<file path="src/rtl/call_stack_pkg.sv">
// Shared types and constants for the return-address stack: FSM state encoding
// and clock-edge selectors.
package call_stack_pkg;

  typedef enum logic {
    CS_RUN = 1'b0,
    CS_ERR = 1'b1
  } cs_state_e;

  localparam bit POS_EDGE = 1'b1;
  localparam bit NEG_EDGE = 1'b0;

endpackage

</file>
<file path="src/rtl/call_stack_stack_ptr.sv">
// Saturating up/down stack pointer. The pointer equals the number of valid entries,
// so depth, full and empty all decode straight from the register.
module stack_ptr #(
  parameter int addr_width = 4
) (
  input  logic                clk,
  input  logic                rst,
  input  logic                clr_i,
  input  logic                inc_i,
  input  logic                dec_i,
  input  logic                hold_i,
  output logic [addr_width:0] sp_o,
  output logic                full_o,
  output logic                empty_o
);

  localparam logic [addr_width:0] DEPTH = (addr_width+1)'(2**addr_width);

  logic [addr_width:0] sp_q;
  logic [addr_width:0] sp_d;

  // NOTE: next-state logic gets a default assignment first so no latch is inferred.
  always_comb begin
    sp_d = sp_q;
    if (clr_i) begin
      sp_d = '0;
    end else if (!hold_i) begin
      if (inc_i && !full_o)       sp_d = sp_q + (addr_width+1)'(1);
      else if (dec_i && !empty_o) sp_d = sp_q - (addr_width+1)'(1);
    end
  end

  // NOTE: sequential state uses non-blocking assignments only.
  always_ff @(posedge clk or negedge rst) begin
    if (!rst) sp_q <= '0;
    else      sp_q <= sp_d;
  end

  assign sp_o    = sp_q;
  assign full_o  = (sp_q == DEPTH);
  assign empty_o = (sp_q == '0);

endmodule

</file>
<file path="src/rtl/call_stack.sv">
// Hardware return-address stack for the PC path: push PC+offset on call, expose
// the registered top for rtrn, tail-call replace, and a sticky error state.
module call_stack
  import call_stack_pkg::*;
#(
  parameter int addr_width  = 4,
  parameter int data_width  = 8,
  parameter int ret_offset  = 1,
  parameter bit active_edge = POS_EDGE
) (
  input  logic                  clk,
  input  logic                  rst,
  input  logic [data_width-1:0] i_PC,
  input  logic                  call,
  input  logic                  rtrn,
  input  logic                  clr,
  output logic [data_width-1:0] o_Stack,
  output logic [addr_width:0]   o_depth,
  output logic                  full,
  output logic                  empty,
  output logic                  overflow,
  output logic                  underflow
);

  localparam int DEPTH = 2**addr_width;

  logic clk_g;
  generate
    if (active_edge == POS_EDGE) begin : g_pos
      assign clk_g = clk;
    end else begin : g_neg
      assign clk_g = ~clk;
    end
  endgenerate

  cs_state_e             state_q;
  logic [data_width-1:0] stack_q;
  logic                  overflow_q;
  logic                  underflow_q;
  logic [data_width-1:0] mem_q [DEPTH];

  logic [addr_width:0]   sp;
  logic                  sp_full;
  logic                  sp_empty;

  logic                  run;
  logic [data_width-1:0] ret_addr;
  logic                  do_replace, do_push, do_pop, ovf_hit, unf_hit;
  logic [addr_width-1:0] push_idx, top_idx, below_idx;

  assign run      = (state_q == CS_RUN) && !clr;
  assign ret_addr = i_PC + data_width'(ret_offset);

  // call+rtrn on an empty stack degenerates to a plain push
  assign do_replace = run && call && rtrn && !sp_empty;
  assign do_push    = run && call && !do_replace && !sp_full;
  assign do_pop     = run && rtrn && !call && !sp_empty;
  assign ovf_hit    = run && call && !rtrn && sp_full;
  assign unf_hit    = run && rtrn && !call && sp_empty;

  assign push_idx  = sp[addr_width-1:0];
  assign top_idx   = sp[addr_width-1:0] - addr_width'(1);
  assign below_idx = sp[addr_width-1:0] - addr_width'(2);

  stack_ptr #(.addr_width(addr_width)) u_stack_ptr (
    .clk     (clk_g),
    .rst     (rst),
    .clr_i   (clr),
    .inc_i   (do_push),
    .dec_i   (do_pop),
    .hold_i  (state_q == CS_ERR),
    .sp_o    (sp),
    .full_o  (sp_full),
    .empty_o (sp_empty)
  );

  // NOTE: storage is left unreset; entries above SP are never observed.
  always_ff @(posedge clk_g) begin
    if (do_push)         mem_q[push_idx] <= ret_addr;
    else if (do_replace) mem_q[top_idx]  <= ret_addr;
  end

  always_ff @(posedge clk_g or negedge rst) begin
    if (!rst) begin
      state_q     <= CS_RUN;
      stack_q     <= '0;
      overflow_q  <= 1'b0;
      underflow_q <= 1'b0;
    end else if (clr) begin
      state_q     <= CS_RUN;
      stack_q     <= '0;
      overflow_q  <= 1'b0;
      underflow_q <= 1'b0;
    end else if (state_q == CS_RUN) begin
      if (ovf_hit) begin
        overflow_q <= 1'b1;
        state_q    <= CS_ERR;
      end else if (unf_hit) begin
        underflow_q <= 1'b1;
        state_q     <= CS_ERR;
      end else if (do_push || do_replace) begin
        stack_q <= ret_addr;
      end else if (do_pop) begin
        stack_q <= (sp == (addr_width+1)'(1)) ? '0 : mem_q[below_idx];
      end
    end
  end

  assign o_Stack   = stack_q;
  assign o_depth   = sp;
  assign full      = sp_full;
  assign empty     = sp_empty;
  assign overflow  = overflow_q;
  assign underflow = underflow_q;

endmodule

</file>
<file path="config.mk">
export PLATFORM = sky130hd
export DESIGN_NAME = call_stack
export DESIGN_NICKNAME = d
export VERILOG_FILES = /design/src/rtl/call_stack_pkg.sv /design/src/rtl/call_stack_stack_ptr.sv /design/src/rtl/call_stack.sv
export SDC_FILE = /design/constraint.sdc
export NUM_CORES = 1
export LEC_CHECK = 0
export BUFFER_PORTS_ARGS = -buffer_cell sky130_fd_sc_hd__buf_2
export CAP_MARGIN = 40
export CELL_PAD_IN_SITES_DETAIL_PLACEMENT = 0
export CELL_PAD_IN_SITES_GLOBAL_PLACEMENT = 2
export CORE_MARGIN = 8
export CORE_UTILIZATION = 30
export CTS_BUF_LIST = sky130_fd_sc_hd__clkbuf_16
export CTS_CLUSTER_DIAMETER = 100
export CTS_CLUSTER_SIZE = 10
export DETAILED_ROUTE_END_ITERATION = 10
export HOLD_SLACK_MARGIN = 0.05
export PLACE_DENSITY_LB_ADDON = 0.1
export SETUP_SLACK_MARGIN = 0.5
export SLEW_MARGIN = 30
export SYNTH_ARGS = -nofsm -noshare
export SYNTH_HDL_FRONTEND = slang
export SYNTH_SLANG_ARGS = --single-unit
</file>
<file path="constraint.sdc">
create_clock -name clk -period 4.17 [get_ports clk]
set_clock_uncertainty 0.15 [all_clocks]
set_input_delay 0.2085 -clock clk [delete_from_list [all_inputs] [get_ports clk]]
set_output_delay 0.2085 -clock clk [all_outputs]
set_load 0.005 [all_outputs]
</file>
==> reports/results.txt, run 1 <==
status: complete, no violations
DRC violation count after routing: 0
syn avg cell area: 16.6 um^2
Post-synth EDFFs: 128
Reg-to-Reg End: mem_q[11][1]$_DFFE_PP_
Clk pin slew, worst setup/hold paths: 0.07 ns
Clock Sinks: 144
crit-path max FO: 12
Worst IR Drop VDD: 0.000279 V
Placed Area: 6980 um^2
asr flop ratio synth: 0.111
Cell Area, Synth: 6350 um^2
Core Region: 20900 um^2
routability cong.: 0.743
Final ANT Viol Nets: 0
Pre-antenna DRT Iters: 6
DRT iter0 DRCs: 251
fin crit share: 0.780
largest net degree at the start of global routing: 44
cts repair resizes: 0
TritonCTS clock tree: yes
clock latency on the worst-skew pair: 0.42 ns
IO Pins: 30
grt ovf: 0
Reg area: 4250 um^2
worst slew pin tran: 0.788 ns
Synth area leader: edfxtp_1
post-synthesis cell count: 382
reg-to-reg startpoint: u_stack_ptr.sp_o[1]$_DFFE_PN0P_
Setup crit end kind: flop
worst path required time: 4.06 ns
Yosys cell types: 55
CP arrival: 3.15 ns
antenna fix cells: 0
postcts setup bufs: 0
drt wl/cell: 22.3 um
Achievable Freq: 308 MHz
Via Count: 3548
synth warn: 0
Worst slew margin: 0.471
hold slack: 0.136 ns
Fin Setup TNS: 0 ns
post-DR vias/cell: 4.88
fillers: 1998
PwrDens: 635 nW/um^2
syn nets: 403
r2r setup slk: 0.92 ns
Final Hold Fails: 0
site row count: 53
RSZ-0062 raised after global routing: false
Synth top area share: 0.605
layout cells sized above 1: 0.330
Layout Nets: 460
final WL: 16.2 mm
prevailing post-synth register cell: edfxtp_1
sequential fraction of the synthesis area: 0.668
Total GRT Usage: 0.133
vias in the first global route: 3865
Critical Path Source: u_stack_ptr.sp_o[1]$_DFFE_PN0P_
Setup Crit Path Kind: reg2reg
Starting Density: 0.304
first-pass GRT wire length: 25.2 mm
R2R cell count: 8
HPWL Detailed: 11.2 mm
max_cap viols: 0
die area: 26100 um^2
initial antenna violation count: 0
Yosys reg bits: 144
H-tree depth: 4
buffers added on ports: 29
clock buffer depth: 2
Num CTS Buffers: 17
area of the multi-input gates: 2010 um^2
Finished Cell Area: 7580 um^2
leakage power: 2.64 nW
Area Overhead vs Synth: 19.3%
final setup vio count: 0
Slew Viols, Final: 0
worst hold path type: in2async
die height: 162 um
die width: 162 um
post-route minimum period: 3.25 ns
root buffer cell: clkbuf_16
Startpoint Class: flop
synth top area cells: edfxtp_1 60%, mux4_2 11%, dfrtp_1 6.3%
routing by layer:
layer | wire [um] | GRT usage | vias to the layer above | part of all wire
met3 | 517 | 0.0270 | 21 | 0.032
met1 | 7460 | 0.173 | 1835 | 0.46
li1 | - | - | 1632 | -
met5 | 0 | 0 | - | 0
met4 | 334 | 0.0535 | 0 | 0.021
met2 | 7930 | 0.215 | 60 | 0.49
layout make-up:
class | count | share of cell area
Sequential cell | 144 | 0.560
Multi-Input combinational cell | 209 | 0.265
Clock buffer | 17 | 0.0561
Timing Repair Buffer | 59 | 0.0521
Tap cell | 275 | 0.0454
Clock inverter | 15 | 0.0172
Inverter | 8 | 0.00412
critical path, stage by stage (launching register included):
cell	delay (ns)
dfrtp_1	0.53
inv_2	0.11
ha_1	0.21
or4b_1	0.59
clkinv_2	0.14
nor2_1	0.07
a31oi_2	0.25
nand2_1	0.16
nor3b_2	0.67
metrics by stage:
step | worst slack, ns | power, mW | instances | util
3_3_place_gp | 1.01 | 3.46 | 692 | 0.334
5_1_grt | 0.642 | 5.11 | 727 | 0.363
3_5_place_dp | 0.865 | 3.46 | 692 | 0.334
2_1_floorplan | 0.428 | 2.94 | 382 | -
6_report | 0.918 | 4.81 | 727 | 0.363
4_1_cts | 0.869 | 4.90 | 726 | 0.362
timing repair:
action                     4_1_cts  5_1_grt
hold endpoints to repair        23        0
hold buffers                     2        0
setup endpoints to repair        0        0
synth_stat cells (3+ instances only):
master    instances
edfxtp_1        128
mux4_2           32
nand2_1          27
nor3_1           17
dfrtp_1          16
nor2_1           16
mux2i_1          13
buf_2            11
o21ai_0           9
ha_1              8
nand3_1           8
nand2b_1          7
inv_1             6
xnor2_1           6
a21oi_1           5
clkbuf_1          5
mux2_2            5
nor4b_1           4
xor2_1            4
a22o_1            3
nor3b_1           3
nor4_1            3
o221ai_1          3
how the worst max path moves through the flow:
stage	to	slack [ns]
2_1_floorplan	mem_q[10][0]$_DFFE_PP_	0.43
3_3_place_gp	mem_q[11][0]$_DFFE_PP_	1.01
3_5_place_dp	mem_q[11][2]$_DFFE_PP_	0.86
4_1_cts	mem_q[11][6]$_DFFE_PP_	0.87
5_1_grt	mem_q[11][3]$_DFFE_PP_	0.64
6_report	mem_q[11][1]$_DFFE_PP_	0.92
cell usage in the layout (no fill, tap or decap), types with 4 or more instances in the layout:
cell,n
buf_4,27
inv_1,6
mux2_2,5
nor3_1,17
clkbuf_16,17
nand2b_1,7
nand3_1,8
xnor2_1,6
edfxtp_1,128
clkinvlp_4,4
mux2i_1,13
nand2_1,27
a21oi_1,5
nor2_1,16
o21ai_0,9
ha_1,8
dfrtp_1,15
clkinv_4,4
buf_2,29
mux4_2,32
where the power goes:
| group | leakage, nW | internal [mW] | switching (mW) |
|---|---|---|---|
| sequential | 1.37 | 1.68 | 0.0759 |
| combinational | 1.01 | 0.711 | 0.926 |
| clock | 0.262 | 0.779 | 0.639 |
| total | 2.64 | 3.17 | 1.64 |
state kept, by name, indices dropped and copies added, names as in the netlist:
register and cells:
overflow 1, u_stack_ptr.sp_o 5, underflow 1, mem_q 128, state_q 1, o_Stack 8
kinds of logic (layout without fill, tap and decap cells):
kind of cell             Yosys count  count (layout)  share of synthesized area
flip-flops                       144             144                      0.668
AND/OR/NAND/NOR                   97              97                     0.0803
multiplexers                      50              50                      0.143
AO/OA/AOI/OAI                     42              42                     0.0520
buffers and inverters             29              99                     0.0224
XOR/XNOR                          12              12                     0.0189
adder cells (fa/ha/maj)            8               8                     0.0158
(Power assumes the default switching activity.)
==> inputs of run 2 (changes only) <==
==> constraint.sdc (replaced) <==
create_clock -name clk -period 2.7 [get_ports clk]
set_clock_uncertainty 0.15 [all_clocks]
set_input_delay 0.135 -clock clk [delete_from_list [all_inputs] [get_ports clk]]
set_output_delay 0.135 -clock clk [all_outputs]
set_load 0.005 [all_outputs]
==> run 2 against run 1 <==
  * Combinational power grew to 2.7 times the previous value
  * Critical path depth stayed put
  * Fmax is 26% higher
  * Sequential power is 52% higher
  * First-iteration DRC count is 4.0% higher
  * Setup slack worse by 0.79 ns
  * Final cell count is 7.4% higher
  * Clock-buffer cell count stayed put
==> reports/results.txt, run 2 (synthesis results as in run 1) <==
status: complete, no violations
IO Pins: 30 (unchanged)
Slew Viols, Final: 0 (unchanged)
HPWL Detailed: 11.7 mm (+4.5%)
Clk pin slew, worst setup/hold paths: 0.06 ns (about the same)
post-route minimum period: 2.57 ns (-0.679 ns)
CP max stage cell: or4b_4
Worst slew margin: 0.516 (+0.0454)
buffers added on ports: 29 (unchanged)
Layout Nets: 516 (+12%)
worst hold path type: in2reg
Final Hold Fails: 0 (unchanged)
largest net degree at the start of global routing: 18 (-59%)
worst path required time: 2.66 ns (-1.40 ns)
leakage power: 3.14 nW (+19%)
H-tree depth: 4 (unchanged)
Setup Crit Path Kind: reg2reg
final WL: 17.9 mm (+10%)
commonest non-fill, non-tap cell in the layout: edfxtp_1
CP arrival: 2.53 ns (-0.62 ns)
Startpoint Class: flop
DRC violation count after routing: 0 (unchanged)
Core Region: 20900 um^2 (unchanged)
routed wl met2: 8.90 mm (+12%)
Fin Setup TNS: 0 ns (unchanged)
vias in the first global route: 4082 (+5.6%)
Total GRT Usage: 0.142 (+0.00904)
most frequent cells in the layout: 128 x edfxtp_1, 47 x buf_4, 32 x mux4_2
antenna fix cells: 0 (unchanged)
final setup vio count: 0 (unchanged)
site row count: 53 (unchanged)
post-DR vias/cell: 4.86 (-0.33%)
PwrDens: 1050 nW/um^2 (+66%)
final core utilization: 0.421 (+0.0582)
Pre-antenna DRT Iters: 4 (-2)
worst slew pin tran: 0.726 ns (-0.0620 ns)
RSZ-0062 raised after global routing: true
Finished Layout Cells: 781 (+7.4%)
Num CTS Buffers: 17 (unchanged)
Top reg by flops: mem_q
Reg area: 4250 um^2 (unchanged)
max_cap viols: 0 (unchanged)
Area Overhead vs Synth: 38.5%
routed length on met1: 8.15 mm (+9.2%)
initial antenna violation count: 0 (unchanged)
Top Layer Used: met4
clock latency on the worst-skew pair: 0.41 ns (about the same)
Achievable Freq: 389 MHz (+26%)
clock buffer depth: 2 (unchanged)
layout cells sized above 1: 0.506 (+0.176)
grt ovf: 0 (unchanged)
Worst path max stage delay: 0.51 ns (-0.16 ns)
Placed Area: 7470 um^2 (+7.0%)
routability cong.: 0.718 (-3.3%)
die area: 26100 um^2 (unchanged)
drt wl/cell: 23.0 um (+2.8%)
total power: 9.27 mW (+92%)
area of the multi-input gates: 2550 um^2 (+27%)
Final ANT Viol Nets: 0 (unchanged)
Clock Sinks: 144 (unchanged)
fillers: 1936 (-3.1%)
Worst IR Drop VDD: 0.000610 V (+120%)
Finished Cell Area: 8800 um^2 (+16%)
root buffer cell: clkbuf_16
crit-path max FO: 9 (-3)
TritonCTS clock tree: yes
Largest register FFs: 128 (unchanged)
Via Count: 3799 (+7.1%)
Starting Density: 0.304 (unchanged)
DRT iter0 DRCs: 261 (+4.0%)
die height: 162 um (unchanged)
die width: 162 um (unchanged)
placed instance count: 717 (+3.6%)
Cell Chain, Critical Path: inv_8 -> ha_4 -> or4b_4 -> and2_4 -> nand2_8 -> xor2_4 -> buf_12 -> and4_4
fin crit share: 0.953 (+0.173)
Setup crit end kind: flop
first-pass GRT wire length: 27.0 mm (+7.3%)
Met3 Wirelength: 730 um (+41%)
## run 2: cell types whose count changed in the layout (fill, tap and decap cells not counted), sizes merged
cell | previous run | this run
o21a | 2 | 3
clkinv | 6 | 7
bufinv | 0 | 2
bufbuf | 0 | 1
inv | 13 | 9
buf | 57 | 111
clkinvlp | 4 | 3
## run 2: power breakdown
group          leakage, nW  total, mW  switching, mW  internal [mW]
Sequential            1.37       2.68         0.0802           2.60
Combinational         1.50       4.35           2.20           2.15
Clock                0.270       2.23          0.897           1.34
## run 2: through the flow
step,worst slack [ns],hold WS [ns]
global route,0.0599,0.131
finish,0.127,0.0934
global placement,-0.0571,-0.0538
floorplan,-0.358,-0.311
CTS,0.116,0.0750
detailed placement,-0.0375,-0.0444
## run 2: final cells by class
cell class	count	area share
Timing Repair Buffer	114	0.121
Inverter	8	0.00469
Clock buffer	17	0.0484
Multi-Input combinational cell	210	0.290
Sequential cell	144	0.483
Tap cell	275	0.0391
Clock inverter	13	0.0144
## run 2: what timing repair did
item | CTS | global route
hold endpoints to repair | 23 | 0
hold buffers | 3 | 0
pin swaps | 18 | 16
cloned | 4 | 0
gates resized for setup | 72 | 20
endpoints found under the setup margin | 140 | 141
buffers inserted | 15 | 12
## run 2: critical path: cells and delay by family (launching register included)
| family | cells | cell delay, ns |
|---|---|---|
| xor gates and xnor gates | 1 | 0.17 |
| adders and majority gates | 1 | 0.12 |
| buffers and inverters | 2 | 0.23 |
| DFF | 1 | 0.44 |
| and+or+nand+nor | 4 | 1.14 |
## run 2: worst paths after layout
kind | from | endpoint | slack [ns] | cells past startpoint
max reg2reg | u_stack_ptr.sp_o[0]$_DFFE_PN0P_ | mem_q[3][2]$_DFFE_PP_ | 0.13 | 8
max in group asynchronous | rst | u_stack_ptr.sp_o[0]$_DFFE_PN0P_ | 1.93 | 3
min | call | state_q$_DFF_PN0_ | 0.09 | 5
max | u_stack_ptr.sp_o[0]$_DFFE_PN0P_ | mem_q[3][2]$_DFFE_PP_ | 0.13 | 8
min in group asynchronous | rst | state_q$_DFF_PN0_ | 0.13 | 3
min reg2reg | o_Stack[6]$_DFFE_PN0P_ | o_Stack[6]$_DFFE_PN0P_ | 0.34 | 2
## run 2: metal layers
metal	up-vias	global-route usage
li1	1746	-
met1	1983	0.185
met2	64	0.235
met3	6	0.0318
met4	0	0.0404
met5	-	0
==> inputs of run 3 (changes only) <==
--- a/config.mk
+++ b/config.mk
@@ -18,7 +18,9 @@
 export HOLD_SLACK_MARGIN = 0.05
 export PLACE_DENSITY_LB_ADDON = 0.1
 export SETUP_SLACK_MARGIN = 0.5
+export SKIP_CTS_REPAIR_TIMING = 1
 export SLEW_MARGIN = 30
 export SYNTH_ARGS = -nofsm -noshare
 export SYNTH_HDL_FRONTEND = slang
+export SYNTH_HIERARCHICAL = 1
 export SYNTH_SLANG_ARGS = --single-unit
==> run 3 against run 2 <==
  * Die area grew 0.99%
  * Via count shrank 2.6%
  * Synthesized cell count shrank 5.0%
  * Largest power group is now sequential cells
==> reports/results.txt, run 3 <==
synth top area cells: edfxtp_1 60%, mux4_2 8.8%, dfrtp_1 6.2%
clock buffer depth: 2 (unchanged)
Area Overhead vs Synth: 40.0%
Top reg by flops: mem_q
layout cells sized above 1: 0.500 (-0.00593)
Setup crit end kind: flop
Worst slew margin: 0.625 (+0.110)
Worst path max stage delay: 0.43 ns (-0.08 ns)
crit-path most repeated cell: nand2b_4
fillers: 1868 (-3.5%)
crit-path max FO: 4 (-5)
drt wl/cell: 22.1 um (-3.6%)
H-tree depth: 4 (unchanged)
Cell Chain, Critical Path: nor4_4 -> and2b_2 -> nand2b_4 -> nor3b_4 -> nand2b_4 -> fa_2 -> a21o_1 -> a21oi_2 -> xnor2_1 -> a22o_1
max_cap viols: 0 (unchanged)
initial antenna violation count: 0 (unchanged)
Final ANT Viol Nets: 0 (unchanged)
routability cong.: 0.706 (-1.8%)
Pre-antenna DRT Iters: 5 (+1)
total power: 7.24 mW (-22%)
CP bufs+invs: 0 (-2)
worst path required time: 2.86 ns (+0.20 ns)
leakage power: 3.07 nW (-2.2%)
placed instance count: 700 (-2.4%)
Finished Cell Area: 9000 um^2 (+2.2%)
Clock Sinks: 144 (unchanged)
Clk pin slew, worst setup/hold paths: 0.07 ns (about the same)
PwrDens: 805 nW/um^2 (-24%)
mux contribution to synthesized area: 0.158 (+0.0148)
Critical Path Source: u_stack_ptr/sp_o[0]$_DFFE_PN0P_
largest family of logic cells by synthesized area: multiplexers
die area: 26400 um^2 (+0.99%)
CP max stage cell: dfrtp_2
CP arrival: 2.77 ns (+0.24 ns)
DRT iter0 DRCs: 175 (-33%)
die width: 162 um (+0.50%)
Setup Crit Path Kind: reg2reg
Synth Area in XOR/XNOR: 0.0193 (+0.000378)
cell-internal power: 5.12 mW (-16%)
Total GRT Usage: 0.124 (-0.0185)
most frequent cells in the layout: 128 x edfxtp_1, 33 x buf_4, 29 x buf_2
final setup vio count: 0 (unchanged)
Synth Area in Compound Gates: 0.0654 (+0.0135)
clock power share: 0.320 (+0.079)
site row count: 53 (unchanged)
post-synthesis cell count: 363 (-5.0%)
Synth area leader: edfxtp_1
asr flop ratio synth: 0.111 (unchanged)
switching part of the total: 0.294 (-0.0490)
largest net degree at the start of global routing: 45 (+27)
first-pass GRT wire length: 23.9 mm (-11%)
Yosys reg bits: 144 (unchanged)
Finished Layout Cells: 761 (-2.6%)
sequential fraction of the synthesis area: 0.661 (-0.00728)
Placed Area: 7730 um^2 (+3.5%)
post-route minimum period: 2.61 ns (+0.0362 ns)
antenna fix cells: 0 (unchanged)
most common cell in the synthesized netlist: edfxtp_1
Num CTS Buffers: 17 (unchanged)
Final Hold Fails: 0 (unchanged)
vias in the first global route: 3777 (-7.5%)
Worst IR Drop VDD: 0.000437 V (-28%)
Slew Viols, Final: 0 (unchanged)
die height: 162 um (+0.50%)
root buffer cell: clkbuf_16
buffers added on ports: 29 (unchanged)
Yosys cell types: 54 (-1.8%)
Largest register FFs: 128 (unchanged)
syn avg cell area: 17.7 um^2 (+6.4%)
RSZ-0062 raised after global routing: true
worst hold path type: in2async
Synth top area share: 0.598 (-0.00660)
commonest non-fill, non-tap cell in the layout: edfxtp_1
Core Region: 21000 um^2 (+0.63%)
Post-synth EDFFs: 128 (unchanged)
Comb pwr share: 0.322 (-0.148)
Adder-Cell Fraction of Synth Area: 0.0206 (+0.00489)
worst slew pin tran: 0.562 ns (-0.164 ns)
prevailing post-synth register cell: edfxtp_1
final WL: 16.9 mm (-6.1%)
IO Pins: 30 (unchanged)
Cell Area, Synth: 6420 um^2 (+1.1%)
Layout Nets: 496 (-3.9%)
Via Count: 3702 (-2.6%)
reg-to-reg startpoint: u_stack_ptr/sp_o[0]$_DFFE_PN0P_
fin crit share: 0.966 (+0.0134)
TritonCTS clock tree: yes
DRC violation count after routing: 0 (unchanged)
status: complete, no violations
syn nets: 386 (-4.2%)
simple-gate share of the synthesized area: 0.0563 (-0.0241)
synth cell count leaders: 128 x edfxtp_1, 25 x mux2i_1, 25 x mux4_2
post-DR vias/cell: 4.86 (about the same)
clock latency on the worst-skew pair: 0.42 ns (about the same)
HPWL Detailed: 10.5 mm (-10%)
Starting Density: 0.306 (+0.00141)
Worst path top cell family by delay: simple AND/OR/NAND/NOR gates
Startpoint Class: flop
sequential share of power: 0.358 (+0.069)
NetSw: 2.13 mW (-33%)
grt ovf: 0 (unchanged)
Achievable Freq: 383 MHz (-1.4%)
synth warn: 6 (+6)
## run 3: cell type report
| class | count | area, um^2 | share of cell area |
|---|---|---|---|
| clock buffers | 17 | 425 | 0.0473 |
| clock inverters | 15 | 159 | 0.0177 |
| inverters | 7 | 50.0 | 0.00556 |
| multi-input cells | 196 | 2600 | 0.289 |
| flip-flops and latches | 144 | 4250 | 0.472 |
| well taps | 275 | 344 | 0.0382 |
| repair buffers | 107 | 1170 | 0.130 |
## run 3: power by group through the flow
stage | registers [mW] | clock network (mW) | logic (mW)
after floorplan | 2.66 | 0 | 1.09
after global placement | 2.64 | 0 | 1.73
after detailed placement | 2.64 | 0 | 1.72
after CTS | 2.59 | 2.37 | 1.73
after global routing | 2.61 | 2.46 | 2.50
final | 2.59 | 2.32 | 2.33
## run 3: logic make-up after synthesis
| logic type | after synthesis |
|---|---|
| buf+inv | 23 |
| mux | 58 |
| simple gates | 57 |
| xor+xnor | 12 |
| compound gates | 59 |
| flops | 144 |
| fa+ha+maj | 10 |
## run 3: routing by layer
| layer | vias up | share of wire | global-route usage |
|---|---|---|---|
| met3 | 12 | 0.035 | 0.0306 |
| met5 | - | 0 | 0 |
| met4 | 0 | 0.0093 | 0.0332 |
| met1 | 1901 | 0.47 | 0.169 |
| li1 | 1710 | - | - |
| met2 | 79 | 0.48 | 0.193 |
## run 3: metrics by stage
| stage | TNS (ns) | utilization | setup WS [ns] | hold WS (ns) |
|---|---|---|---|---|
| 4_1_cts | -2.82 | 0.395 | -0.0713 | -0.515 |
| 6_report | 0 | 0.428 | 0.0906 | 0.0248 |
| 2_1_floorplan | -0.139 | - | -0.107 | -0.311 |
| 5_1_grt | -0.0286 | 0.428 | -0.0286 | 0.0530 |
| 3_5_place_dp | -1.44 | 0.368 | -0.0464 | -0.0572 |
| 3_3_place_gp | -1.60 | 0.367 | -0.0531 | -0.0582 |
## run 3: final timing paths
check / to / slack [ns] / cells past startpoint
setup / recovery: u_stack_ptr/sp_o[4]$_DFFE_PN0P_ / 0.09 / 10
hold / removal: u_stack_ptr/sp_o[4]$_DFFE_PN0P_ / 0.02 / 2
setup reg to reg: u_stack_ptr/sp_o[4]$_DFFE_PN0P_ / 0.09 / 10
hold reg to reg: overflow$_DFFE_PN0P_ / 0.36 / 2
max in group asynchronous: u_stack_ptr/sp_o[3]$_DFFE_PN0P_ / 2.07 / 2
min in group clk: mem_q[6][2]$_DFFE_PP_ / 0.04 / 2
## run 3: worst register-to-register path, delay by kind of cell, from the launching register on
| family | cells | cell delay (ns) |
|---|---|---|
| AO/OA/AOI/OAI | 3 | 0.51 |
| XOR/XNOR | 1 | 0.08 |
| adder cells (fa/ha/maj) | 1 | 0.36 |
| flip-flops | 1 | 0.43 |
| AND/OR/NAND/NOR | 5 | 0.95 |
